## src/rtl/pc_ctrl_seq.sv

```systemverilog
// Control sequencer for the accumulator processor.
// Walks fetch/decode/execute, handshakes with instruction memory and
// emits PC control codes (0=hold 1=load 2=+1 3=+m) plus the IR/ACC strobes.
// All outputs are combinational from the registered state, the opcode
// register and the current inputs, so the PC samples pcc on the same edge
// that advances the sequencer.
module pc_ctrl_seq #(
  parameter int TIMEOUT = 15,
  parameter int TW      = 4
) (
  input  logic       clk,
  input  logic       clr,
  input  logic       run,
  input  logic [7:0] instr,
  input  logic       mem_rdy,
  input  logic       acc_zero,
  input  logic       acc_neg,
  output logic       mem_rd,
  output logic       ir_ld,
  output logic [1:0] pcc,
  output logic [1:0] alu_op,
  output logic       acc_ld,
  output logic       halted,
  output logic       err,
  output logic [2:0] state_dbg
);

  typedef enum logic [2:0] {
    S_HALT    = 3'd0,
    S_FETCH   = 3'd1,
    S_DECODE  = 3'd2,
    S_EXEC    = 3'd3,
    S_OPFETCH = 3'd4
  } state_t;

  localparam logic [1:0] PCC_HOLD = 2'd0;
  localparam logic [1:0] PCC_LOAD = 2'd1;
  localparam logic [1:0] PCC_INC  = 2'd2;
  localparam logic [1:0] PCC_SKIP = 2'd3;

  // Last wait cycle before a memory timeout fault.
  localparam logic [TW-1:0] CNT_LAST = TW'(TIMEOUT - 1);

  state_t        state, state_nxt;
  logic [2:0]    op, op_nxt;
  logic [TW-1:0] cnt, cnt_nxt;
  logic          err_nxt;

  // Sequencer state, opcode, wait counter and sticky fault; clr aborts at once.
  always_ff @(posedge clk or negedge clr) begin
    if (!clr) begin
      state <= S_HALT;
      op    <= 3'd0;
      cnt   <= '0;
      err   <= 1'b0;
    end else begin
      state <= state_nxt;
      op    <= op_nxt;
      cnt   <= cnt_nxt;
      err   <= err_nxt;
    end
  end

  // Next-state and output decode. The wait counter defaults to zero, so it is
  // cleared on any entry into FETCH/OPFETCH and only counts while stalled there.
  always_comb begin
    state_nxt = state;
    op_nxt    = op;
    cnt_nxt   = '0;
    err_nxt   = err;
    mem_rd    = 1'b0;
    ir_ld     = 1'b0;
    pcc       = PCC_HOLD;
    alu_op    = 2'd3;
    acc_ld    = 1'b0;
    halted    = 1'b0;
    unique case (state)
      S_HALT: begin
        halted = 1'b1;
        if (run) begin
          state_nxt = S_FETCH;
          err_nxt   = 1'b0;
        end
      end
      S_FETCH: begin
        mem_rd = 1'b1;
        if (mem_rdy) begin
          ir_ld     = 1'b1;
          pcc       = PCC_INC;
          op_nxt    = instr[7:5];
          state_nxt = S_DECODE;
        end else if (cnt == CNT_LAST) begin
          state_nxt = S_HALT;
          err_nxt   = 1'b1;
        end else begin
          cnt_nxt = cnt + 1'b1;
        end
      end
      S_DECODE: begin
        case (op)
          3'b110:  state_nxt = S_OPFETCH;
          3'b111:  state_nxt = S_HALT;
          default: state_nxt = S_EXEC;
        endcase
      end
      S_EXEC: begin
        state_nxt = S_FETCH;
        case (op)
          3'b001, 3'b010, 3'b011: begin
            acc_ld = 1'b1;
            alu_op = op[1:0] - 2'd1;
          end
          3'b100:  pcc = acc_zero ? PCC_SKIP : PCC_HOLD;
          3'b101:  pcc = acc_neg  ? PCC_SKIP : PCC_HOLD;
          default: ;
        endcase
      end
      S_OPFETCH: begin
        // JMP target is on the data bus; PC loads it directly.
        mem_rd = 1'b1;
        if (mem_rdy) begin
          pcc       = PCC_LOAD;
          state_nxt = S_FETCH;
        end else if (cnt == CNT_LAST) begin
          state_nxt = S_HALT;
          err_nxt   = 1'b1;
        end else begin
          cnt_nxt = cnt + 1'b1;
        end
      end
      default: state_nxt = S_HALT;
    endcase
  end

  assign state_dbg = state;

endmodule

```

## config.mk

```make
export PLATFORM = sky130hd
export DESIGN_NAME = pc_ctrl_seq
export DESIGN_NICKNAME = d
export VERILOG_FILES = /design/src/rtl/pc_ctrl_seq.sv
export SDC_FILE = /design/constraint.sdc
export NUM_CORES = 1
export LEC_CHECK = 0
export ABC_AREA = 1
export BUFFER_PORTS_ARGS = -buffer_cell sky130_fd_sc_hd__buf_2
export CORE_AREA = 5 5 43 45
export DETAILED_ROUTE_END_ITERATION = 10
export DIE_AREA = 0 0 48 50
export PLACE_DENSITY = 0.79
export SYNTH_ARGS = -nofsm -noshare
export SYNTH_HDL_FRONTEND = slang
export SYNTH_SLANG_ARGS = --single-unit
```

## constraint.sdc

```tcl
create_clock -name clk -period 3.05 [get_ports clk]
set_input_delay 0.61 -clock clk [delete_from_list [all_inputs] [get_ports clk]]
set_output_delay 0.61 -clock clk [all_outputs]
set_load 0.01 [all_outputs]
```

==> flow_summary_export.csv <==
group,metric,value,unit
placed_design,place_inst,120,
critical_path,cp.arrival,1.61,ns
detailed_routing,drtAntennaViolNets,0,
critical_path,max_stage_delay,0.42,ns
detailed_routing,highest_layer,"met4",
placed_design,port_buffers,20,
critical_path,crit_type,"register to primary output",
power_and_ir_drop,powerDensity,818.2,nW/um^2
detailed_routing,viasPerCell,4.952,
sta,period_needed,2.223,ns
power_and_ir_drop,p_total,0.6715,mW
global_routing,grt_usage,14.09,%
sta,fin_worst_skew,0.004018,ns
power_and_ir_drop,p_leak,0.4678,nW
synthesis,yosys.area.top_type,"dfrtp_1",
clocking,clkSlewWorstSetupHoldPaths,0.07,ns
die,design.core.area,1436,um^2
die,rows,14,
power_and_ir_drop,switching_share,45.49,%
die,fp.dieH,50,um
sta,worst_slew_pin_slew,0.2458,ns
power_and_ir_drop,p_seq_share,35.2,%
detailed_routing,vias,614,
die,die_x,48,um
layout,fillerInstances,137,
synthesis,yosys-top-cells-area,"dfrtp_1 (41%), ha_1 (11%), nand2_1 (9.5%)",
power_and_ir_drop,p_comb_share,49.6,%
synthesis,netlist_area,674.4,um^2
clocking,worst_skew_pair.late_latency,0.27,ns
critical_path,crit_family,"flip-flops",
die,pin_count,26,
synthesis,yosysUniqueCellTypes,23,
clocking,root_buffer,"clkbuf_4",
critical_path,crit_chain,"inv_1, ha_1, inv_1, nand2_1, nor2_1, nor3_2, nand2_1, buf_2",
synthesis,synth_top_area_share,40.82,%
layout,stdcell_count,124,
min_path,hold_class,"input port to async pin",
placed_design,place.gp.congestion,0.9091,
clocking,hold_buffers,0,
placed_design,dp_slack,1.137,ns
global_routing,antenna_found_initial,0,
sta,final-setup-viol-count,0,
detailed_routing,totalWireLength,1504,um
die,start_util,46.95,%
synthesis,synth_warnings,0,
power_and_ir_drop,internal_power,0.3661,mW
clocking,cts_max_path_buffers,2,
sta,finalMaxSlewViolations,0,
critical_path,crit_fanout,4,
critical_path,slowest_stage,"dfrtp_1",
sta,finalHoldViolCount,0,
global_routing,grt_first_pass_wirelength,2442,um
synthesis,syn-num-nets,104,
die,dieArea,2400,um^2
layout,post-route-util,57.14,%
detailed_routing,drt_iter0_markers,14,
placed_design,place_area,794.5,um^2
detailed_routing,drcViolationCount,0,
clocking,cts_tree,"yes",
sta,post-route-period-util,72.90,%
clocking,postCtsSetupBuffers,0,
layout,fin_area,820.8,um^2
detailed_routing,wl_met1,641,um
synthesis,ys_ff_latch,11,
synthesis,syn_area_per_cell,8.029,um^2
layout,num_antenna_cells,0,
global_routing,grt_start_max_net_pins,12,
clocking,numCtsBuffers,3,
detailed_routing,post_drt_wl_per_cell,12.13,um
layout,area_delta_synth_final,21.71,%
critical_path,cp.required,2.44,ns
layout,layout-drive-gt1-share,27.78,%
detailed_routing,routed-wl-met3,73,um
detailed_routing,drtPass1Iterations,4,
synthesis,seq_area_frac_synth,40.82,%
clocking,cts_resized,0,
detailed_routing,wl_met2,755,um
sta,fin_hold_ws,0.1905,ns
clocking,clock_sink_count,11,
sta,rsz0062_at_grt,"false",
clocking,htreeDepth,1,
critical_path,path_buf_inv,3,
flow_run,cap_violations,0,
sta,fmax,449.8,MHz
global_routing,gr-total-overflow,0,
power_and_ir_drop,switchingPower,0.3055,mW
placed_design,place_hpwl,1246,um
layout,final_nets,129,
power_and_ir_drop,clkPwrFrac,15.2,%
critical_path,end_kind,"primary output",
power_and_ir_drop,worst_ir_drop_vdd,0.3255,mV
sta,timing.final.ws_setup,0.8266,ns
synthesis,postSynthCellCount,84,
sta,tns,0,ns
sta,slew_headroom,83.61,%
global_routing,first_global_vias,614,
critical_path,cp-start-kind,"register",
status,status,"finished, final reports clean",
## area by class of cell
type	count	area, um^2	share of cell area [%]
multi-input combinational	59	346.6	42.23
sequential	11	275.3	33.54
timing repair buffer	20	100.1	12.20
inverter	14	52.55	6.402
clock buffer	4	26.28	3.201
tap	16	20.02	2.439
## synth_stat cells
cell type / n
ha_1: 6
a22o_1: 1
inv_1: 12
dfrtp_1: 11
nand2_2: 1
nand3_1: 6
nor3_2: 1
a21boi_1: 1
nor2_1: 10
nand2_4: 1
inv_2: 2
a21oi_1: 2
o21ai_1: 3
o22ai_1: 1
nand3b_1: 1
nor2_2: 1
o21ai_0: 1
or2_1: 1
nand3_2: 1
nand2_1: 17
xnor2_1: 1
xor2_1: 1
nand4_1: 2
## metal layers
| metal | GRT usage [%] | vias to the layer above |
|---|---|---|
| li1 | - | 313 |
| met1 | 16.55 | 282 |
| met2 | 22.25 | 15 |
| met3 | 2.182 | 4 |
| met4 | 9.417 | 0 |
| met5 | 0 | - |
## cell usage in the layout, fill, tap and decap left out, drive strengths merged, types with 2 or more instances in the layout
master  synthesis  routed
nor2           11      11
nand3           7       7
buf             0      20
o21ai           4       4
ha              6       6
nand4           2       2
a21oi           2       2
clkbuf          0       4
nand2          19      19
inv            14      14
dfrtp          11      11
## logic make-up after synthesis
family,synth area share (%)
simple gates,29.87
buf+inv,7.792
flops,40.82
compound gates,7.792
fa+ha+maj,11.13
xor+xnor,2.598
## final timing paths
check | from | to | cells after the start | slack, ns
worst max-delay path | op[0]$_DFFE_PN0P_ | alu_op[0] | 8 | 0.83
worst min-delay path | clr | cnt[3]$_DFF_PN0_ | 1 | 0.19
worst max register to register | op[0]$_DFFE_PN0P_ | state_dbg[0]$_DFFE_PN0P_ | 7 | 1.72
worst min register to register | err$_DFFE_PN0P_ | err$_DFFE_PN0P_ | 2 | 0.47
max in group asynchronous | clr | cnt[0]$_DFF_PN0_ | 1 | 2.66
min in group clk | err$_DFFE_PN0P_ | err$_DFFE_PN0P_ | 2 | 0.47
## power by group through the flow
stage	Clock, mW	Sequential [mW]	Combinational [mW]
final	0.102	0.236	0.333
after global routing	0.113	0.243	0.372
after CTS	0.104	0.235	0.337
after detailed placement	0	0.238	0.336
after global placement	0	0.233	0.315
after floorplan	0	0.236	0.226
## state kept, by name, indices dropped and copies added (netlist names)
signal	count
state_dbg	3
cnt	4
op	3
err	1
Power figures use the tool's default switching activity.
